File: src/rtl/biosig_pkg.sv
// Shared UART definitions for the biosignal front end: default line rates,
// TX/RX state encodings and the clocks-per-bit helper.
package biosig_pkg;

    localparam int unsigned DEFAULT_CLK_HZ = 50_000_000;
    localparam int unsigned DEFAULT_BAUD   = 115_200;
    localparam int unsigned UART_DATA_W    = 8;

    typedef enum logic [1:0] {
        TX_IDLE  = 2'd0,
        TX_START = 2'd1,
        TX_DATA  = 2'd2,
        TX_STOP  = 2'd3
    } uart_tx_state_t;

    typedef enum logic [1:0] {
        RX_IDLE  = 2'd0,
        RX_START = 2'd1,
        RX_DATA  = 2'd2,
        RX_STOP  = 2'd3
    } uart_rx_state_t;

    // Integer clock cycles per serial bit; truncates like the TX side does.
    function automatic int unsigned clks_per_bit(input int unsigned clk_hz,
                                                 input int unsigned baud);
        return clk_hz / baud;
    endfunction

endpackage

File: src/rtl/uart_rx_module.sv
// 8N1 UART receiver: 2-FF input synchronizer, mid-bit sampling FSM and a
// single-entry valid/ready output holding register with overrun detection.
module uart_rx_module
    import biosig_pkg::*;
#(
    parameter int unsigned CLK_HZ = DEFAULT_CLK_HZ,
    parameter int unsigned BAUD   = DEFAULT_BAUD
) (
    input  logic       clk,
    input  logic       rst,
    input  logic       uart_rx_i,
    output logic [7:0] data_o,
    output logic       valid_o,
    input  logic       ready_i,
    output logic       frame_err_o,
    output logic       overrun_o,
    output logic       busy_o
);

    localparam int unsigned CLKS_PER_BIT = clks_per_bit(CLK_HZ, BAUD);
    localparam int unsigned BAUD_W       = (CLKS_PER_BIT > 1) ? $clog2(CLKS_PER_BIT) : 1;
    localparam int unsigned HALF_M1      = (CLKS_PER_BIT >= 2) ? (CLKS_PER_BIT / 2) - 1 : 0;
    localparam int unsigned FULL_M1      = (CLKS_PER_BIT >= 1) ? CLKS_PER_BIT - 1 : 0;

    localparam logic [BAUD_W-1:0] HALF_TC = BAUD_W'(HALF_M1);
    localparam logic [BAUD_W-1:0] FULL_TC = BAUD_W'(FULL_M1);

    logic                r_rx_meta;
    logic                r_rx_s;
    uart_rx_state_t      r_state;
    logic [BAUD_W-1:0]   r_baud;
    logic [2:0]          r_bit_idx;
    logic [7:0]          r_shift;
    logic                r_err_wait;

    uart_rx_state_t      w_state_next;
    logic [BAUD_W-1:0]   w_baud_next;
    logic [2:0]          w_bit_idx_next;
    logic [7:0]          w_shift_next;
    logic                w_err_wait_next;
    logic                w_byte_done;
    logic                w_stop_bad;

    // Input synchronizer; resets to the idle line level.
    always_ff @(posedge clk) begin
        if (rst) begin
            r_rx_meta <= 1'b1;
            r_rx_s    <= 1'b1;
        end else begin
            r_rx_meta <= uart_rx_i;
            r_rx_s    <= r_rx_meta;
        end
    end

    always_ff @(posedge clk) begin
        if (rst) begin
            r_state    <= RX_IDLE;
            r_baud     <= '0;
            r_bit_idx  <= '0;
            r_shift    <= '0;
            r_err_wait <= 1'b0;
        end else begin
            r_state    <= w_state_next;
            r_baud     <= w_baud_next;
            r_bit_idx  <= w_bit_idx_next;
            r_shift    <= w_shift_next;
            r_err_wait <= w_err_wait_next;
        end
    end

    always_comb begin
        w_state_next    = r_state;
        w_baud_next     = r_baud;
        w_bit_idx_next  = r_bit_idx;
        w_shift_next    = r_shift;
        w_err_wait_next = r_err_wait;
        w_byte_done     = 1'b0;
        w_stop_bad      = 1'b0;

        case (r_state)
            RX_IDLE: begin
                w_baud_next     = '0;
                w_bit_idx_next  = '0;
                w_err_wait_next = 1'b0;
                if (!r_rx_s) begin
                    w_state_next = RX_START;
                end
            end

            // Recheck the line at mid start bit to reject short glitches.
            RX_START: begin
                if (r_baud == HALF_TC) begin
                    w_baud_next  = '0;
                    w_state_next = r_rx_s ? RX_IDLE : RX_DATA;
                end else begin
                    w_baud_next = r_baud + 1'b1;
                end
            end

            RX_DATA: begin
                if (r_baud == FULL_TC) begin
                    w_baud_next    = '0;
                    w_shift_next   = {r_rx_s, r_shift[7:1]};
                    w_bit_idx_next = r_bit_idx + 3'd1;
                    if (r_bit_idx == 3'd7) begin
                        w_state_next = RX_STOP;
                    end
                end else begin
                    w_baud_next = r_baud + 1'b1;
                end
            end

            // A low stop bit parks here until the line returns high.
            RX_STOP: begin
                if (r_err_wait) begin
                    if (r_rx_s) begin
                        w_err_wait_next = 1'b0;
                        w_state_next    = RX_IDLE;
                    end
                end else if (r_baud == FULL_TC) begin
                    w_baud_next = '0;
                    if (r_rx_s) begin
                        w_byte_done  = 1'b1;
                        w_state_next = RX_IDLE;
                    end else begin
                        w_stop_bad      = 1'b1;
                        w_err_wait_next = 1'b1;
                    end
                end else begin
                    w_baud_next = r_baud + 1'b1;
                end
            end

            default: begin
                w_state_next = RX_IDLE;
            end
        endcase
    end

    // Output holding register: a completing byte may replace the pending one
    // only when that pending byte is being accepted in the same cycle.
    always_ff @(posedge clk) begin
        if (rst) begin
            data_o      <= 8'h00;
            valid_o     <= 1'b0;
            frame_err_o <= 1'b0;
            overrun_o   <= 1'b0;
            busy_o      <= 1'b0;
        end else begin
            frame_err_o <= w_stop_bad;
            overrun_o   <= 1'b0;
            busy_o      <= (w_state_next != RX_IDLE);
            if (w_byte_done) begin
                if (!valid_o || ready_i) begin
                    data_o  <= r_shift;
                    valid_o <= 1'b1;
                end else begin
                    overrun_o <= 1'b1;
                end
            end else if (valid_o && ready_i) begin
                valid_o <= 1'b0;
            end
        end
    end

endmodule

File: config.mk
export PLATFORM = sky130hd
export DESIGN_NAME = uart_rx_module
export DESIGN_NICKNAME = d
export VERILOG_FILES = /design/src/rtl/biosig_pkg.sv /design/src/rtl/uart_rx_module.sv
export SDC_FILE = /design/constraint.sdc
export NUM_CORES = 1
export LEC_CHECK = 0
export BUFFER_PORTS_ARGS = -buffer_cell sky130_fd_sc_hd__clkbuf_2
export CAP_MARGIN = 10
export CELL_PAD_IN_SITES_DETAIL_PLACEMENT = 0
export CELL_PAD_IN_SITES_GLOBAL_PLACEMENT = 2
export CORE_UTILIZATION = 36
export CTS_CLUSTER_DIAMETER = 120
export DETAILED_ROUTE_END_ITERATION = 12
export GPL_ROUTABILITY_DRIVEN = 0
export PLACE_DENSITY_LB_ADDON = 0.15
export REMOVE_ABC_BUFFERS = 1
export SYNTH_ARGS = -nofsm -noshare
export SYNTH_HDL_FRONTEND = slang
export SYNTH_SLANG_ARGS = --single-unit
File: constraint.sdc
create_clock -name clk -period 1.8 [get_ports clk]
set_input_delay 0.18 -clock clk [delete_from_list [all_inputs] [get_ports clk]]
set_output_delay 0.18 -clock clk [all_outputs]
set_load 0.1 [all_outputs]
==> metrics.cfg, run 1 <==
[timing]
clock_skew_ns = 0.00436
fin_tns_setup_ns = 0
hold_viol = 0
drv_slew = 0
max_slew.worst_pin.slew_ns = 0.542
period_share_pct = 95.7
setup_violations = 0
maxSlewHeadroom_pct = 64.0
rsz0062_at_grt = yes
max_freq_ghz = 0.580
period_needed_ns = 1.72

[pwr]
p_switching_uw = 598
power_uw = 2040
p_leak_uw = 0.000878
p_seq_share_pct = 43.1
comb_power_share_pct = 20.6
peakVddDrop_mv = 0.780
p_per_area_mw_per_mm2 = 964
internal-power_uw = 1440
switching_share_pct = 29.3
clkPwrFrac_pct = 36.3

[yosys]
async_flop_share_pct = 0
netlist_area_sq_mm = 0.00176
synth_edf_count = 0
synthMuxAreaShare_pct = 10.9
yosysSeqAreaShare_pct = 42.2
synth_top_family_by_area = simple AND/OR/NAND/NOR gates
synthMostInstantiatedCell = dfxtp_1
synth_top_area_share_pct = 42.2
synth_warnings = 0
ys_top_cells_by_area = dfxtp_1 (42%), mux2i_1 (10%), ha_1 (7.1%), nand2_1 (4.9%), nor2_1 (3.2%)
synthFlopType = dfxtp_1
netlist_instances = 188
yosys.area_share.simple_pct = 21.9
syn_area_per_cell_sq_um = 9.34
synth-xor-area-share_pct = 2.99
synthTopCellsByCount = dfxtp_1 (37), nand2_1 (23), mux2i_1 (18)
ys_types = 42
synth_fa_ha_area_share_pct = 7.12
synth_top_area_cell = dfxtp_1
synth_seq_cells = 37
synth_compound_area_share_pct = 11.8

[setup_path]
cpMostUsedCell = a221o_1
slowest_delay_ns = 0.35
crit_type = register to register
arrival_ns = 1.90
cp-start-kind = register
path_max_fanout = 5
path_buf_inv = 1
crit_chain = inv_1 > ha_1 > and4bb_4 > nand2_2 > a221o_1 > a221o_1
cpMaxStageDelayCell = a221o_1
required_ns = 1.97
cp_top_family = compound AO/OA/AOI/OAI gates
crit_path_end_kind = register

[clock_tree]
cts_tree = done
holdBufCountCts = 0
cts.sinks = 37
h-tree-depth = 2
cts_made_buffers = 5
ctsRootBufferMaster = clkbuf_8
clock_latency_ns = 0.28
clkSlewWorstSetupHoldPaths_ns = 0.07
clk_path_buf_depth = 2

[cells_and_area]
finish.utilization_pct = 44.8
stdcell_count = 284
syn_to_final_growth_pct = 20.4
n_antenna_cell = 0
drive_gt1_share_pct = 22.1
fin_nets = 230

[floorplanning]
die_h_microns = 71.9
ios = 16
rows = 25
die_x_microns = 71.9
floorplan.initialDensity_pct = 37.2
dieArea_sq_mm = 0.00516
coreArea_sq_mm = 0.00472

[drt]
wirelength_microns = 3630
vias = 1379
final_antenna_net_count = 0
routedWlPerCell_microns = 12.8
first_pass_iters = 4
via_per_inst = 4.86
drt_drc_violations_left = 0
drt_iter0_drc = 43

[global_route]
grt_pass1_vias = 1358
grt.total_usage_pct = 15.9
grt.overflow.total = 0
grt_max_degree = 18
grt_pass1_wl_microns = 6340
antenna_found_initial = 0

[placed_design]
dpl.hpwl_microns = 2720
io_buffers = 15
dp.cells = 275

[job]
maxCapViolCount = 0

[worst_hold_path]
hold_path.class = input port to register

[outcome]
status = complete, no violations

## sequential cells by signal (all words and copies together) (netlist names)
name / flops
data_o: 8
r_rx_s: 1
r_baud: 9
r_err_wait: 1
r_shift: 8
valid_o: 1
overrun_o: 1
frame_err_o: 1
r_bit_idx: 3
r_rx_meta: 1
busy_o: 1
r_state: 2
## metrics by stage
step | cell area, sq um | setup slack [ns] | hold slack, ns
global route | 2110 | -0.00967 | 0.0754
finish | 2110 | 0.0769 | 0.0763
CTS | 2090 | 0.00253 | 0.0689
detailed placement | 1970 | -0.118 | 0.367
floorplan | 1730 | -0.00937 | 0.249
global placement | 1970 | -0.0155 | 0.367
## area by class of cell
type | count | area [sq um]
Fill cell | 471 | 2610
Multi-Input combinational cell | 137 | 975
Sequential cell | 37 | 744
Timing Repair Buffer | 27 | 165
Clock buffer | 7 | 86.3
Tap cell | 67 | 83.8
Clock inverter | 1 | 30.0
Inverter | 8 | 30.0
## metal layers
layer  global-route usage (%)  vias to the layer above  part of all wire (%)
met5                        0                        -                     0
met2                     25.5                       15                    47
li1                         -                      712                     -
met1                     21.2                      647                    50
met4                     5.88                        0                   1.2
met3                     3.38                        5                   2.3
## path summary, 6_finish.rpt
path              startpoint  cells past startpoint   endpoint  slack [ns]
setup reg to reg   r_baud[1]                      6     busy_o        0.08
hold / removal     uart_rx_i                      2  r_rx_meta        0.08
hold reg to reg    r_rx_meta                      1     r_rx_s        0.41
setup / recovery   r_baud[1]                      6     busy_o        0.08
## timing repair
item / in CTS / in global routing
setup buffers: 0 / 1
endpoints found under the setup margin: 2 / 19
gates resized for setup: 2 / 7
pin swaps: 0 / 2
## placed cells by master (no fill, tap or decap), types with 3 or more instances in the layout
cell type	instances
a211oi_1	7
a21oi_1	5
and2_1	5
buf_4	12
clkbuf_2	15
clkbuf_8	6
dfxtp_1	34
dfxtp_2	3
ha_1	9
inv_1	7
mux2i_1	18
nand2_1	23
nand2b_1	3
nand4_1	5
nor2_1	14
nor2b_1	5
nor3_1	4
xor2_1	5
## kinds of logic (layout without fill, tap and decap cells)
kind of cell,count (synthesis),in the layout
AO/OA/AOI/OAI,29,29
flip-flops,37,37
buffers and inverters,14,43
XOR/XNOR,6,6
multiplexers,19,19
AND/OR/NAND/NOR,73,73
adder cells (fa/ha/maj),10,10
## power by group through the flow
stage          combinational [uW]  clock (uW)  sequential (uW)
5_1_grt                       461         792              882
2_1_floorplan                 222           0              969
3_5_place_dp                  402           0              892
4_1_cts                       408         769              874
6_report                      421         740              878
3_3_place_gp                  394           0              889
Note: power is estimated with default switching activity, not from simulation.
==> inputs of run 2 (changes only) <==
CORE_UTILIZATION = 38   (was 36)
CTS_BUF_LIST = sky130_fd_sc_hd__clkbuf_4 sky130_fd_sc_hd__clkbuf_8   (was unset)
MAX_ROUTING_LAYER = met4   (was unset)
==> metrics.cfg, run 2 (synthesis results as in run 1) <==
[timing]
max_slew.worst_pin.slew_ns = 0.538  ; -0.00344 ns
max_freq_ghz = 0.569  ; -1.9%
drv_slew = 0  ; unchanged
setup_violations = 0  ; unchanged
period_needed_ns = 1.76  ; +0.0335 ns
period_share_pct = 97.6  ; +1.9 points
maxSlewHeadroom_pct = 64.0  ; about the same
fin_tns_setup_ns = 0  ; unchanged
hold_viol = 0  ; unchanged
clock_skew_ns = 0.00502  ; +0.000669 ns
rsz0062_at_grt = yes

[floorplanning]
ios = 16  ; unchanged
coreArea_sq_mm = 0.00438  ; -7.2%
floorplan.initialDensity_pct = 40.1  ; +2.9 points
rows = 24  ; -4.0%
die_h_microns = 70.0  ; -2.6%
dieArea_sq_mm = 0.00490  ; -5.1%
die_x_microns = 70.0  ; -2.6%

[cells_and_area]
fin_nets = 230  ; unchanged
n_fill_cell = 419  ; -11%
regArea_sq_um = 741  ; -0.50%
syn_to_final_growth_pct = 18.2
drive_gt1_share_pct = 21.3  ; -0.82 points
finish.utilization_pct = 47.3  ; +2.6 points
top_register = r_baud
layout_commonest_cell = dfxtp_1
largest_register_ffs = 9  ; unchanged
top_regs = r_baud x9, data_o x8, r_shift x8
layout_common_cells = dfxtp_1 (37), nand2_1 (23), mux2i_1 (18)
fin_area_sq_mm = 0.00208  ; -1.8%
multi_input_area_sq_um = 985  ; +1.0%
n_antenna_cell = 0  ; unchanged

[worst_hold_path]
whs_endpoint = r_rx_meta
hold_path.class = input port to register
holdPathStages = 2  ; unchanged
min-delay-start = uart_rx_i

[placed_design]
dpl.hpwl_microns = 2530  ; -6.9%
place_area_sq_mm = 0.00196  ; -0.57%
io_buffers = 15  ; unchanged

[drt]
drt_drc_violations_left = 0  ; unchanged
via_per_inst = 5.12  ; +5.4%
final_antenna_net_count = 0  ; unchanged
drt_iter0_drc = 79  ; +84%
routedWlPerCell_microns = 12.8  ; +0.31%
first_pass_iters = 4  ; unchanged
wirelength_microns = 3440  ; -5.3%
vias = 1372  ; -0.51%

[global_route]
gr-usage-met1_pct = 19.3  ; -1.9 points
grt.total_usage_pct = 15.3  ; -0.69 points
busiest_layer = met2
met3_usage_pct = 5.63  ; +2.3 points
grt_max_degree = 17  ; -1
antenna_found_initial = 0  ; unchanged
grtUsageMet2_pct = 22.3  ; -3.1 points
grt_pass1_wl_microns = 5620  ; -11%
grt.overflow.total = 0  ; unchanged
grt_pass1_vias = 1250  ; -8.0%

[clock_tree]
cts.sinks = 37  ; unchanged
clkSlewWorstSetupHoldPaths_ns = 0.07  ; about the same
h-tree-depth = 2  ; unchanged
cts_tree = done
ctsRootBufferMaster = clkbuf_8
clk_path_buf_depth = 2  ; unchanged
cts_made_buffers = 5  ; unchanged
postCtsSetupRepairBufs = 0  ; unchanged
clock_latency_ns = 0.29  ; about the same

[setup_path]
path_max_fanout = 5  ; unchanged
crit_path_end_kind = register
required_ns = 1.98  ; about the same
cp-start-kind = register
r2r-start = r_baud[0]
arrival_ns = 1.94  ; +0.04 ns
r2r_end = busy_o
crit_type = register to register
reg2reg_slack_ns = 0.04  ; -0.03 ns
reg2reg_depth = 5  ; -1

[job]
maxCapViolCount = 0  ; unchanged

[pwr]
peakVddDrop_mv = 0.512  ; -34%
p_per_area_mw_per_mm2 = 908  ; -5.9%
p_leak_uw = 0.000865  ; -1.5%

[outcome]
status = complete, no violations

run 2: changes by cell type in the layout (fill, tap and decap cells not counted), sizes merged:
cell	delta
bufinv	-1
clkinvlp	+1
clkbuf	-1
run 2: worst max-delay path by stage:
stage | slack (ns) | cells after the start | start | end
2_1_floorplan | -0.009 | 5 | r_state[1] | data_o[0]
3_3_place_gp | 0.07 | 6 | r_baud[1] | busy_o
3_5_place_dp | 0.04 | 6 | r_state[0] | busy_o
4_1_cts | 0.01 | 6 | r_state[0] | busy_o
5_1_grt | -0.04 | 6 | r_state[0] | busy_o
6_report | 0.04 | 5 | r_baud[0] | busy_o
run 2: area by class of cell:
| class | instances | share of cell area, % |
|---|---|---|
| multi-input cells | 137 | 47.4 |
| flip-flops and latches | 37 | 35.7 |
| repair buffers | 27 | 7.96 |
| clock buffers | 6 | 3.98 |
| well taps | 52 | 3.13 |
| inverters | 8 | 1.45 |
| clock inverters | 1 | 0.362 |
run 2: power by group:
part	switching [uW]	total [uW]	internal, uW
combinational	267	412	145
sequential	28.6	876	848
clock	294	597	303
run 2: critical path, cell delays in order, from the launching register on:
cell and delay, ns:
dfxtp_1 0.39, ha_1 0.18, and4bb_4 0.29, nand2_2 0.08, a221o_1 0.38, a221o_1 0.33
run 2: through the flow:
stage / power (uW) / hold WS [ns] / std cells / setup slack (ns)
after CTS: 1890 / 0.0662 / 268 / 0.0146
after global placement: 1290 / 0.366 / 261 / 0.0707
after global routing: 1980 / 0.0558 / 268 / -0.0359
final: 1880 / 0.0688 / 268 / 0.0435
after detailed placement: 1300 / 0.370 / 261 / 0.0367
after floorplan: 1190 / 0.249 / 182 / -0.00937
run 2: repair_timing:
item,in CTS,in global routing
hold buffers,0,0
gates resized for setup,0,7
setup endpoints to repair,0,21
run 2: layer usage:
metal / up-vias / wire (microns)
met1: 628 / 1780
met4: 0 / 47
met3: 7 / 130
li1: 713 / -
met5: - / 0
met2: 24 / 1480
